**config.mk**
```make
export PLATFORM = sky130hd
export DESIGN_NAME = dhcp_vlg_lease
export DESIGN_NICKNAME = d
export VERILOG_FILES = /design/src/rtl/dhcp_vlg_lease.sv
export SDC_FILE = /design/constraint.sdc
export NUM_CORES = 1
export LEC_CHECK = 0
export CORE_ASPECT_RATIO = 1.2
export CORE_MARGIN = 3
export CORE_UTILIZATION = 63
export CTS_CLUSTER_DIAMETER = 80
export CTS_CLUSTER_SIZE = 8
export DETAILED_ROUTE_END_ITERATION = 8
export PLACE_DENSITY = 0.95
export SLEW_MARGIN = 40
export SYNTH_ARGS = -nofsm -noshare
export SYNTH_HDL_FRONTEND = slang
export SYNTH_SLANG_ARGS = --single-unit
```
**constraint.sdc**
```tcl
create_clock -name clk_i -period 20.2 [get_ports clk_i]
set_input_delay 4.04 -clock clk_i [delete_from_list [all_inputs] [get_ports clk_i]]
set_output_delay 4.04 -clock clk_i [all_outputs]
set_load 0.01 [all_outputs]
```
**src/rtl/dhcp_vlg_lease.sv**
```systemverilog
// Lease lifecycle controller above a DHCP DORA core: acquire, hold, renew, rebind, expire, retry.
// Optional macro DHCP_VLG_LEASE_BACKOFF_EN doubles the ACQUIRE retry wait per failure, capped.
module dhcp_vlg_lease #(
  parameter int unsigned TICK_DIV      = 125000000,
  parameter int unsigned LEASE_W       = 32,
  parameter int unsigned RETRIES       = 4,
  parameter int unsigned RETRY_S       = 4,
  parameter int unsigned MAX_BACKOFF_S = 64
) (
  input  logic               clk_i,
  input  logic               rst_i,
  input  logic               init_i,
  output logic               dora_start_o,
  input  logic               dora_ok_i,
  input  logic               dora_fail_i,
  input  logic [31:0]        ip_in_i,
  input  logic [LEASE_W-1:0] lease_s_i,
  input  logic [LEASE_W-1:0] t1_s_i,
  input  logic               t1_val_i,
  input  logic [LEASE_W-1:0] t2_s_i,
  input  logic               t2_val_i,
  output logic [31:0]        ip_o,
  output logic               ip_val_o,
  output logic               renewing_o,
  output logic               expired_o,
  output logic               fail_o,
  output logic [2:0]         state_o
);

  typedef enum logic [2:0] {
    S_IDLE    = 3'd0,
    S_ACQUIRE = 3'd1,
    S_BACKOFF = 3'd2,
    S_BOUND   = 3'd3,
    S_RENEW   = 3'd4,
    S_REBIND  = 3'd5,
    S_FAILED  = 3'd6
  } state_e;

  localparam int unsigned DIV_W = (TICK_DIV > 1) ? $clog2(TICK_DIV) : 1;
  localparam int unsigned RC_W  = (RETRIES > 0) ? $clog2(RETRIES + 1) : 1;

  state_e             state_q, state_d;
  logic [DIV_W-1:0]   div_q, div_d;
  logic [LEASE_W-1:0] elapsed_q, elapsed_d;
  logic [LEASE_W-1:0] lease_q, lease_d;
  logic [LEASE_W-1:0] t1_q, t1_d;
  logic [LEASE_W-1:0] t2_q, t2_d;
  logic [31:0]        ip_q, ip_d;
  logic [31:0]        wait_q, wait_d;
  logic               rwait_q, rwait_d;
  logic [RC_W-1:0]    retry_q, retry_d;
  logic               start_req_q, start_req_d;
  logic               dora_start_q;
  logic               expired_q, expired_d;

  logic               tick;
  logic [LEASE_W-1:0] el_inc;
  logic [RC_W-1:0]    retry_inc;
  logic [31:0]        bo_wait;
  logic [31:0]        wait_inc;
  logic               enter_bound;
  logic               retry_step;

  logic [LEASE_W-1:0] lease_n, t1_def, t2_def, t1_c, t2_c, t1_n, t2_n;
  logic               opt_bad;

  assign tick      = (div_q == DIV_W'(TICK_DIV - 1));
  assign el_inc    = (tick && (elapsed_q != '1)) ? elapsed_q + 1'b1 : elapsed_q;
  assign retry_inc = retry_q + 1'b1;
  assign wait_inc  = wait_q + 32'd1;

  // Lease fields as they would be latched from the core this cycle.
  always_comb begin
    lease_n = (lease_s_i == '0) ? LEASE_W'(1) : lease_s_i;
    t1_def  = lease_n >> 1;
    t2_def  = lease_n - (lease_n >> 3);
    t1_c    = t1_val_i ? t1_s_i : t1_def;
    t2_c    = t2_val_i ? t2_s_i : t2_def;
    opt_bad = (t1_c >= t2_c) || (t2_c >= lease_n);
    t1_n    = opt_bad ? t1_def : t1_c;
    t2_n    = opt_bad ? t2_def : t2_c;
  end

`ifdef DHCP_VLG_LEASE_BACKOFF_EN
  logic [31:0] bo_shift;
  logic [63:0] bo_wide;
  always_comb begin
    bo_shift = 32'(retry_q) - 32'd1;
    bo_wide  = 64'(RETRY_S) << bo_shift[4:0];
    if ((bo_shift >= 32'd32) || (bo_wide > 64'(MAX_BACKOFF_S))) begin
      bo_wait = 32'(MAX_BACKOFF_S);
    end else begin
      bo_wait = bo_wide[31:0];
    end
  end
`else
  assign bo_wait = (RETRY_S > MAX_BACKOFF_S) ? 32'(MAX_BACKOFF_S) : 32'(RETRY_S);
`endif

  always_comb begin
    state_d     = state_q;
    div_d       = tick ? '0 : div_q + 1'b1;
    elapsed_d   = elapsed_q;
    lease_d     = lease_q;
    t1_d        = t1_q;
    t2_d        = t2_q;
    ip_d        = ip_q;
    wait_d      = wait_q;
    rwait_d     = rwait_q;
    retry_d     = retry_q;
    start_req_d = 1'b0;
    expired_d   = 1'b0;
    enter_bound = 1'b0;
    retry_step  = 1'b0;

    if (init_i) begin
      state_d     = S_ACQUIRE;
      retry_d     = '0;
      rwait_d     = 1'b0;
      start_req_d = 1'b1;
    end else begin
      unique case (state_q)
        S_IDLE: ;
        S_ACQUIRE: begin
          if (dora_ok_i) begin
            enter_bound = 1'b1;
          end else if (dora_fail_i) begin
            retry_d = retry_inc;
            if (retry_inc == RC_W'(RETRIES)) begin
              state_d = S_FAILED;
            end else begin
              state_d = S_BACKOFF;
              wait_d  = '0;
              div_d   = '0;
            end
          end
        end
        S_BACKOFF: begin
          if (tick) begin
            if (wait_inc >= bo_wait) begin
              state_d     = S_ACQUIRE;
              start_req_d = 1'b1;
            end else begin
              wait_d = wait_inc;
            end
          end
        end
        S_BOUND: begin
          elapsed_d = el_inc;
          if ((lease_q != '1) && (el_inc >= t1_q)) begin
            state_d     = S_RENEW;
            rwait_d     = 1'b0;
            start_req_d = 1'b1;
          end
        end
        S_RENEW: begin
          elapsed_d = el_inc;
          if (dora_ok_i) begin
            enter_bound = 1'b1;
          end else if (el_inc >= t2_q) begin
            state_d     = S_REBIND;
            rwait_d     = 1'b0;
            start_req_d = 1'b1;
          end else begin
            retry_step = 1'b1;
          end
        end
        S_REBIND: begin
          elapsed_d = el_inc;
          if (dora_ok_i) begin
            enter_bound = 1'b1;
          end else if (el_inc >= lease_q) begin
            state_d     = S_ACQUIRE;
            expired_d   = 1'b1;
            retry_d     = '0;
            rwait_d     = 1'b0;
            start_req_d = 1'b1;
          end else begin
            retry_step = 1'b1;
          end
        end
        S_FAILED: ;
        default: state_d = S_IDLE;
      endcase
    end

    // Renew/rebind retry wait: elapsed keeps counting, thresholds above pre-empt it.
    if (retry_step) begin
      if (rwait_q) begin
        if (tick) begin
          if (wait_inc >= 32'(RETRY_S)) begin
            rwait_d     = 1'b0;
            start_req_d = 1'b1;
          end else begin
            wait_d = wait_inc;
          end
        end
      end else if (dora_fail_i) begin
        rwait_d = 1'b1;
        wait_d  = '0;
      end
    end

    if (enter_bound) begin
      state_d   = S_BOUND;
      ip_d      = ip_in_i;
      lease_d   = lease_n;
      t1_d      = t1_n;
      t2_d      = t2_n;
      elapsed_d = '0;
      div_d     = '0;
      retry_d   = '0;
      rwait_d   = 1'b0;
    end
  end

  always_ff @(posedge clk_i or posedge rst_i) begin
    if (rst_i) begin
      state_q      <= S_IDLE;
      div_q        <= '0;
      elapsed_q    <= '0;
      lease_q      <= '0;
      t1_q         <= '0;
      t2_q         <= '0;
      ip_q         <= '0;
      wait_q       <= '0;
      rwait_q      <= 1'b0;
      retry_q      <= '0;
      start_req_q  <= 1'b0;
      dora_start_q <= 1'b0;
      expired_q    <= 1'b0;
    end else begin
      state_q      <= state_d;
      div_q        <= div_d;
      elapsed_q    <= elapsed_d;
      lease_q      <= lease_d;
      t1_q         <= t1_d;
      t2_q         <= t2_d;
      ip_q         <= ip_d;
      wait_q       <= wait_d;
      rwait_q      <= rwait_d;
      retry_q      <= retry_d;
      start_req_q  <= start_req_d;
      dora_start_q <= start_req_q;
      expired_q    <= expired_d;
    end
  end

  assign dora_start_o = dora_start_q;
  assign ip_o         = ip_q;
  assign ip_val_o     = (state_q == S_BOUND) || (state_q == S_RENEW) || (state_q == S_REBIND);
  assign renewing_o   = (state_q == S_RENEW) || (state_q == S_REBIND);
  assign expired_o    = expired_q;
  assign fail_o       = (state_q == S_FAILED);
  assign state_o      = state_q;

endmodule

```
==> results of run 1 <==
[stage by stage]
stage / util, % / power (mW) / hold WS [ns]
3_5_place_dp: 71.9 / 1.41 / 0.347
2_1_floorplan: - / 1.15 / 0.331
6_report: 75.3 / 1.96 / 0.353
4_1_cts: 75.3 / 1.94 / 0.353
3_3_place_gp: 71.8 / 1.37 / 0.335
5_1_grt: 75.3 / 2.06 / 0.358
[layer usage]
layer	vias up	share of wire, %	global-route usage, %
met3	191	8.4	5.62
met4	0	4.5	14.7
met1	7790	40	44.5
met5	-	0	0
met2	970	47	55.8
li1	7499	-	-
[Yosys cell counts, types with 5 or more instances]
cell and count:
a211o_1 7, o21ai_0 178, nor2_1 97, a21oi_1 84, a21o_1 60, o21bai_1 7
mux2_2 20, xor2_1 35, nor4_1 17, and3_1 21, a31oi_1 5, dfrtp_1 229
nor4_2 6, nand2b_1 15, and2_1 48, buf_1 5, clkbuf_1 99, o211ai_1 10
o2111ai_1 6, nor2b_1 6, or2_2 6, o22ai_1 41, o21a_1 10, nand3_1 47
inv_1 183, ha_1 193, nand4_1 49, and4_1 14, mux2i_1 27, nor3_1 66
nand2_1 299, o31ai_1 16, xnor2_1 48, a22o_1 23, a211oi_1 13, or3_1 13
[placed cells by master (no fill, tap or decap), types with 12 or more instances in the layout]
master	Yosys	layout
a211oi_1	13	13
a21o_1	60	60
a21oi_1	84	83
a22o_1	23	23
and2_1	48	48
and3_1	21	21
and4_1	14	14
clkbuf_16	0	35
clkdlybuf4s50_1	0	173
dfrtp_1	229	229
ha_1	193	193
inv_1	183	182
mux2_2	20	20
mux2i_1	27	27
nand2_1	299	299
nand2b_1	15	15
nand3_1	47	46
nand4_1	49	49
nor2_1	97	97
nor3_1	66	65
nor4_1	17	17
o21ai_0	178	178
o22ai_1	41	41
o31ai_1	16	16
or3_1	13	12
xnor2_1	48	48
xor2_1	35	35
[worst reg2reg max path, cell delays in order, from the launching register on]
cell       delay (ns)
dfrtp_1          0.45
or4_1            0.60
nor4_2           0.22
nand4_1          0.20
a21oi_2          0.40
nand4_1          0.35
nor2_1           0.26
and3_1           0.20
xor2_1           0.43
ha_1             0.23
nand4_1          0.14
nor3_1           0.37
o2111ai_1        0.21
o21ai_0          0.40
nor4_2           0.14
o21a_1           0.21
o311ai_1         0.46
o211a_2          0.57
and2_1           0.21
[worst min path at each step]
stage,startpoint,endpoint,cells past startpoint
finish,start_req_q,dora_start_o,0
global route,start_req_q,dora_start_o,0
CTS,start_req_q,dora_start_o,0
detailed placement,start_req_q,dora_start_o,0
global placement,start_req_q,dora_start_o,0
floorplan,start_req_q,dora_start_o,0
[registers in the layout, summed over array words and instances (netlist names), 3 cells and up]
signal,count
lease_q,32
div_q,27
retry_q,3
ip_o,32
t1_q,32
t2_q,32
wait_q,32
elapsed_q,32
state_o,3
[logic make-up (layout without fill, tap and decap cells)]
family | after synthesis | after routing | synth area share, %
and+or+nand+nor | 721 | 721 | 20.4
AOI/OAI and AO/OA | 503 | 503 | 18.5
buffers and inverters | 293 | 404 | 6.44
DFF | 229 | 229 | 33.2
adders and majority gates | 195 | 195 | 14.2
xor gates and xnor gates | 83 | 83 | 4.21
muxes | 50 | 50 | 3.07
[power by group]
group	leakage (nW)	total [mW]	internal, mW	switching, mW
Combinational	6.39	0.779	0.314	0.465
Sequential	2.96	0.676	0.594	0.0821
Clock	0.444	0.505	0.308	0.197
[cell type report]
class | instances | share of cell area [%]
clock buffers | 37 | 4.46
well taps | 335 | 2.09
inverters | 184 | 3.51
clock inverters | 1 | 0.0437
multi-input cells | 1552 | 52.3
flip-flops and latches | 229 | 28.6
repair buffers | 182 | 9.01
==> reports/qor.txt, run 1 <==
Skew-Pair Late Insertion Delay: 0.51 ns
Total Nets Final: 2512
YS warnings: 0
Placed Area: 19100 um2
Slew @ Worst Pin: 0.766 ns
DP Worst Slack: 8.32 ns
R2r worst-path depth: 18
Largest area contributor in the netlist: dfrtp_1
Die width: 157 um
Worst R2R Setup Slack: 14.07 ns
Worst R2R Start: div_q[13]
Total negative setup slack: 0 ns
Fmax: 0.0859 GHz
Final Non-Filler Cells: 2520
Reg-to-Reg End: wait_q[16]
Longest Clk Path Bufs: 3
Crit path arrival time: 12.05 ns
FF+latch area: 5730 um2
DR vias: 16450
Mapped Area: 17300 um2
Post-CTS setup buffer count: 0
Outcome: finished, final reports clean
Mapped Nets: 2403
Crit path launch: lease_s_i[30]
Gr usage total: 34.1%
Final period util: 57.6%
Max cap viols: 0
CTS Buf Count: 34
Routed WL: 51.7 mm
Drt first pass iters: 5
Sequential area share after synthesis: 33.2%
RSZ-0062 raised after global routing: false
DRT iter0 DRCs: 1947
Max incr delay on CP: 0.67 ns
Pwr per Cell Area: 97.8 nW/um2
Post-DP HPWL: 37.4 mm
First-pass GRT wire length: 82.0 mm
Filler instances: 1802
Final Max Slew Viols: 0
H-tree levels: 2
Row count: 65
Worst Hold Class: flip-flop to flip-flop
Overflow after GRT: 0
Post-Layout Inst Area: 20000 um2
Distinct cells, synth: 82
Die ar.: 29400 um2
Cells after synthesis: 2074
Clk_skew: 0.0171 ns
IO buf count: 174
Most used DFF post-synth: dfrtp_1
Area fraction of the dominant cell type after synthesis: 33.2%
Worst setup SP type: input pin
Antenna cell count: 0
Layout area overhead: 16.1%
CTS tree: yes
Syn Area/Cell: 8.32 um2
Min Tclk post-route: 11.64 ns
Vias in the first global route: 16062
Post-synth ARST share: 100%
Worst setup path endpoint: t2_q[0]
Crit Path Class: input pin to flip-flop
Peak supply drop: 0.0000512 V
Initial antenna violation count: 0
Final RePlAce weighted congestion: 1.00
Hold_buf cts: 0
Worst Setup End Kind: flip-flop
Worst path top cell family by delay: compound AO/OA/AOI/OAI gates
I/O pin total: 175
# DRC: 0
Slew margin rel.: 47.6%
Static leakage: 9.80 nW
Via density: 6.53
Final ANT Viol Nets: 0
Clock root cell: clkbuf_16
Routed WL per cell: 20.5 um
Worst path bufs/invs: 5
Setup violators final: 0
Multi-input gate area: 10500 um2
Top cells by area, synth: dfrtp_1 (33%), ha_1 (14%), nand2_1 (6.5%), o21ai_0 (5.2%), inv_1 (4.0%)
CP max-delay cell: clkdlybuf4s50_1
Initial core utilization: 64.9%
Largest net degree at the start of global routing: 151
Critical Path RT: 20.61 ns
Core area: 26600 um2
Clock slew at reported path FFs: 0.05 ns
Instance count on the critical path: 28
Final number of hold-violating endpoints: 0
Maximum fanout along the worst path: 53
Final WS setup: 8.56 ns
Clock sinks: 229
Placed Instances: 2482
Post-synth EDFFs: 0
Die Y: 187 um
Layout cell share with drive strength beyond 1: 4.81%
Post-CTS resize count: 0
Flops & latches, synth: 229
No activity file was read; power rests on OpenSTA's default activity.
==> inputs of run 2 (changes only) <==
--- a/config.mk
+++ b/config.mk
@@ -7,11 +7,11 @@
 export LEC_CHECK = 0
 export CORE_ASPECT_RATIO = 1.2
 export CORE_MARGIN = 3
-export CORE_UTILIZATION = 63
+export CORE_UTILIZATION = 59
 export CTS_CLUSTER_DIAMETER = 80
 export CTS_CLUSTER_SIZE = 8
 export DETAILED_ROUTE_END_ITERATION = 8
-export PLACE_DENSITY = 0.95
+export PLACE_DENSITY = 0.92
 export SLEW_MARGIN = 40
 export SYNTH_ARGS = -nofsm -noshare
 export SYNTH_HDL_FRONTEND = slang
==> constraint.sdc (replaced) <==
create_clock -name clk_i -period 11.9 [get_ports clk_i]
set_input_delay 2.38 -clock clk_i [delete_from_list [all_inputs] [get_ports clk_i]]
set_output_delay 2.38 -clock clk_i [all_outputs]
set_load 0.01 [all_outputs]
==> run 2 against run 1 <==
Flip-flop and latch count unchanged. Sequential power grew 69%. Hold slack lost 0.0088 ns. Via count is essentially flat. Cell count rose by 1.8%. Critical path depth did not move. Core utilization down 4.3 points. Critical endpoint is now t2_q[5]. Largest cell class unchanged.
==> reports/qor.txt, run 2 (synthesized netlist as in run 1, its figures left out) <==
Outcome: finished, final reports clean
Overflow after GRT: 0 (unchanged)
Met2 wire length: 23.8 mm (-3.0%)
Die ar.: 31300 um2 (+6.5%)
Met1 wire length: 20.0 mm (-2.3%)
Pwr per Cell Area: 166 nW/um2 (+70%)
DP Worst Slack: 1.58 ns (-6.75 ns)
Total Nets Final: 2513 (+0.040%)
Final Max Slew Viols: 0 (unchanged)
Row count: 67 (+3.1%)
Clock root cell: clkbuf_16
Clock sinks: 229 (unchanged)
# DRC: 0 (unchanged)
DRT iter0 DRCs: 2103 (+8.0%)
Max cap viols: 0 (unchanged)
Layout cell share with drive strength beyond 1: 4.89% (+0.089 points)
H-tree levels: 2 (unchanged)
Setup violators final: 0 (unchanged)
Crit path arrival time: 10.61 ns (-1.44 ns)
First-pass GRT wire length: 82.4 mm (+0.52%)
CTS tree: yes
Max incr delay on CP: 0.70 ns (+0.03 ns)
Antenna cell count: 0 (unchanged)
WL met3: 4.48 mm (+3.4%)
Final WS setup: 1.64 ns (-6.92 ns)
Worst Setup End Kind: flip-flop
Post-Layout Inst Area: 20100 um2 (+0.50%)
Routed WL: 50.8 mm (-1.6%)
Via density: 6.41 (-1.8%)
Worst setup SP type: input pin
Gr usage total: 31.7% (-2.4 points)
Slew @ Worst Pin: 0.832 ns (+0.0659 ns)
Peak supply drop: 0.0000853 V (+67%)
Post-CTS setup buffer count: 0 (unchanged)
Highest routed layer: met4
RSZ-0062 raised after global routing: false
Slew margin rel.: 44.4% (-3.2 points)
Fmax: 0.0975 GHz
Worst R2R Setup Slack: 5.83 ns (-8.24 ns)
DR vias: 16440 (-0.061%)
Clk_skew: 0.0119 ns (-0.00517 ns)
Skew-Pair Late Insertion Delay: 0.51 ns (about the same)
Worst Hold Class: flip-flop to flip-flop
Layout area overhead: 16.6%
Placed Area: 19200 um2 (+0.31%)
Final number of hold-violating endpoints: 0 (unchanged)
I/O pin total: 175 (unchanged)
Final ANT Viol Nets: 0 (unchanged)
Critical Path RT: 12.26 ns (-8.35 ns)
Initial core utilization: 60.9% (-4.0 points)
Static leakage: 9.83 nW (+0.24%)
CP max-delay cell: nor2_4
Core area: 28300 um2 (+6.5%)
Vias in the first global route: 16449 (+2.4%)
CTS Buf Count: 34 (unchanged)
Die width: 162 um (+3.2%)
Post-CTS resize count: 0 (unchanged)
Final RePlAce weighted congestion: 1.00 (+0.38%)
Post-DP HPWL: 37.0 mm (-0.87%)
Longest Clk Path Bufs: 3 (unchanged)
Total negative setup slack: 0 ns (unchanged)
Drt first pass iters: 8 (+3)
Largest net degree at the start of global routing: 159 (+5.3%)
Die Y: 193 um (+3.2%)
Hold_buf cts: 0 (unchanged)
Min Tclk post-route: 10.26 ns
IO buf count: 174 (unchanged)
Clock slew at reported path FFs: 0.05 ns (about the same)
Most frequent cells in the layout: nand2_1 (299), dfrtp_1 (229), ha_1 (193), inv_1 (182), o21ai_0 (178)
Leading cell type in the layout, fill and taps excluded: nand2_1
Initial antenna violation count: 0 (unchanged)
Routed WL per cell: 19.8 um (-3.4%)
Final period util: 86.2%
Hold Worst Slack: 0.344 ns (-0.00876 ns)
Crit Path Class: input pin to flip-flop
Maximum fanout along the worst path: 38 (-28%)
-- run 2: layer usage --
metal	up-vias	GRT usage [%]
met1	7778	41.1
li1	7521	-
met5	-	0
met4	0	14.4
met3	206	5.37
met2	935	52.0
-- run 2: stage by stage --
stage	total power, mW	utilization [%]	instances
6_report	3.34	71.0	2565
5_1_grt	3.53	71.0	2565
4_1_cts	3.31	71.0	2565
3_5_place_dp	2.41	67.7	2527
3_3_place_gp	2.33	67.6	2527
2_1_floorplan	1.95	-	2074
-- run 2: critical path, delay by kind of cell --
family                     cells  cell delay (ns)
xor gates and xnor gates       1             0.15
and+or+nand+nor                8             2.51
buffers and inverters          5             1.30
AOI/OAI and AO/OA             10             3.32
muxes                          2             0.43
adders and majority gates      2             0.50
-- run 2: path summary, 6_finish.rpt --
kind / from / cells after the start / to
min in group asynchronous: rst_i / 2 / ip_o[20]
min reg2reg: start_req_q / 0 / dora_start_o
max: lease_s_i[18] / 28 / t2_q[5]
max in group asynchronous: rst_i / 3 / lease_q[29]
min: start_req_q / 0 / dora_start_o
max reg2reg: div_q[13] / 19 / wait_q[16]
-- run 2: power by group --
part	internal [mW]	switching, mW
Clock	0.541	0.335
Sequential	1.01	0.132
Combinational	0.535	0.792
-- run 2: area by class of cell --
class                      instances  area, um2
clock buffer                      37        926
clock inverter                     1       5.00
fill                            2117       8210
inverter                         184        707
multi-input combinational       1552      10500
sequential                       229       5730
tap                              379        474
timing repair buffer             183       1820
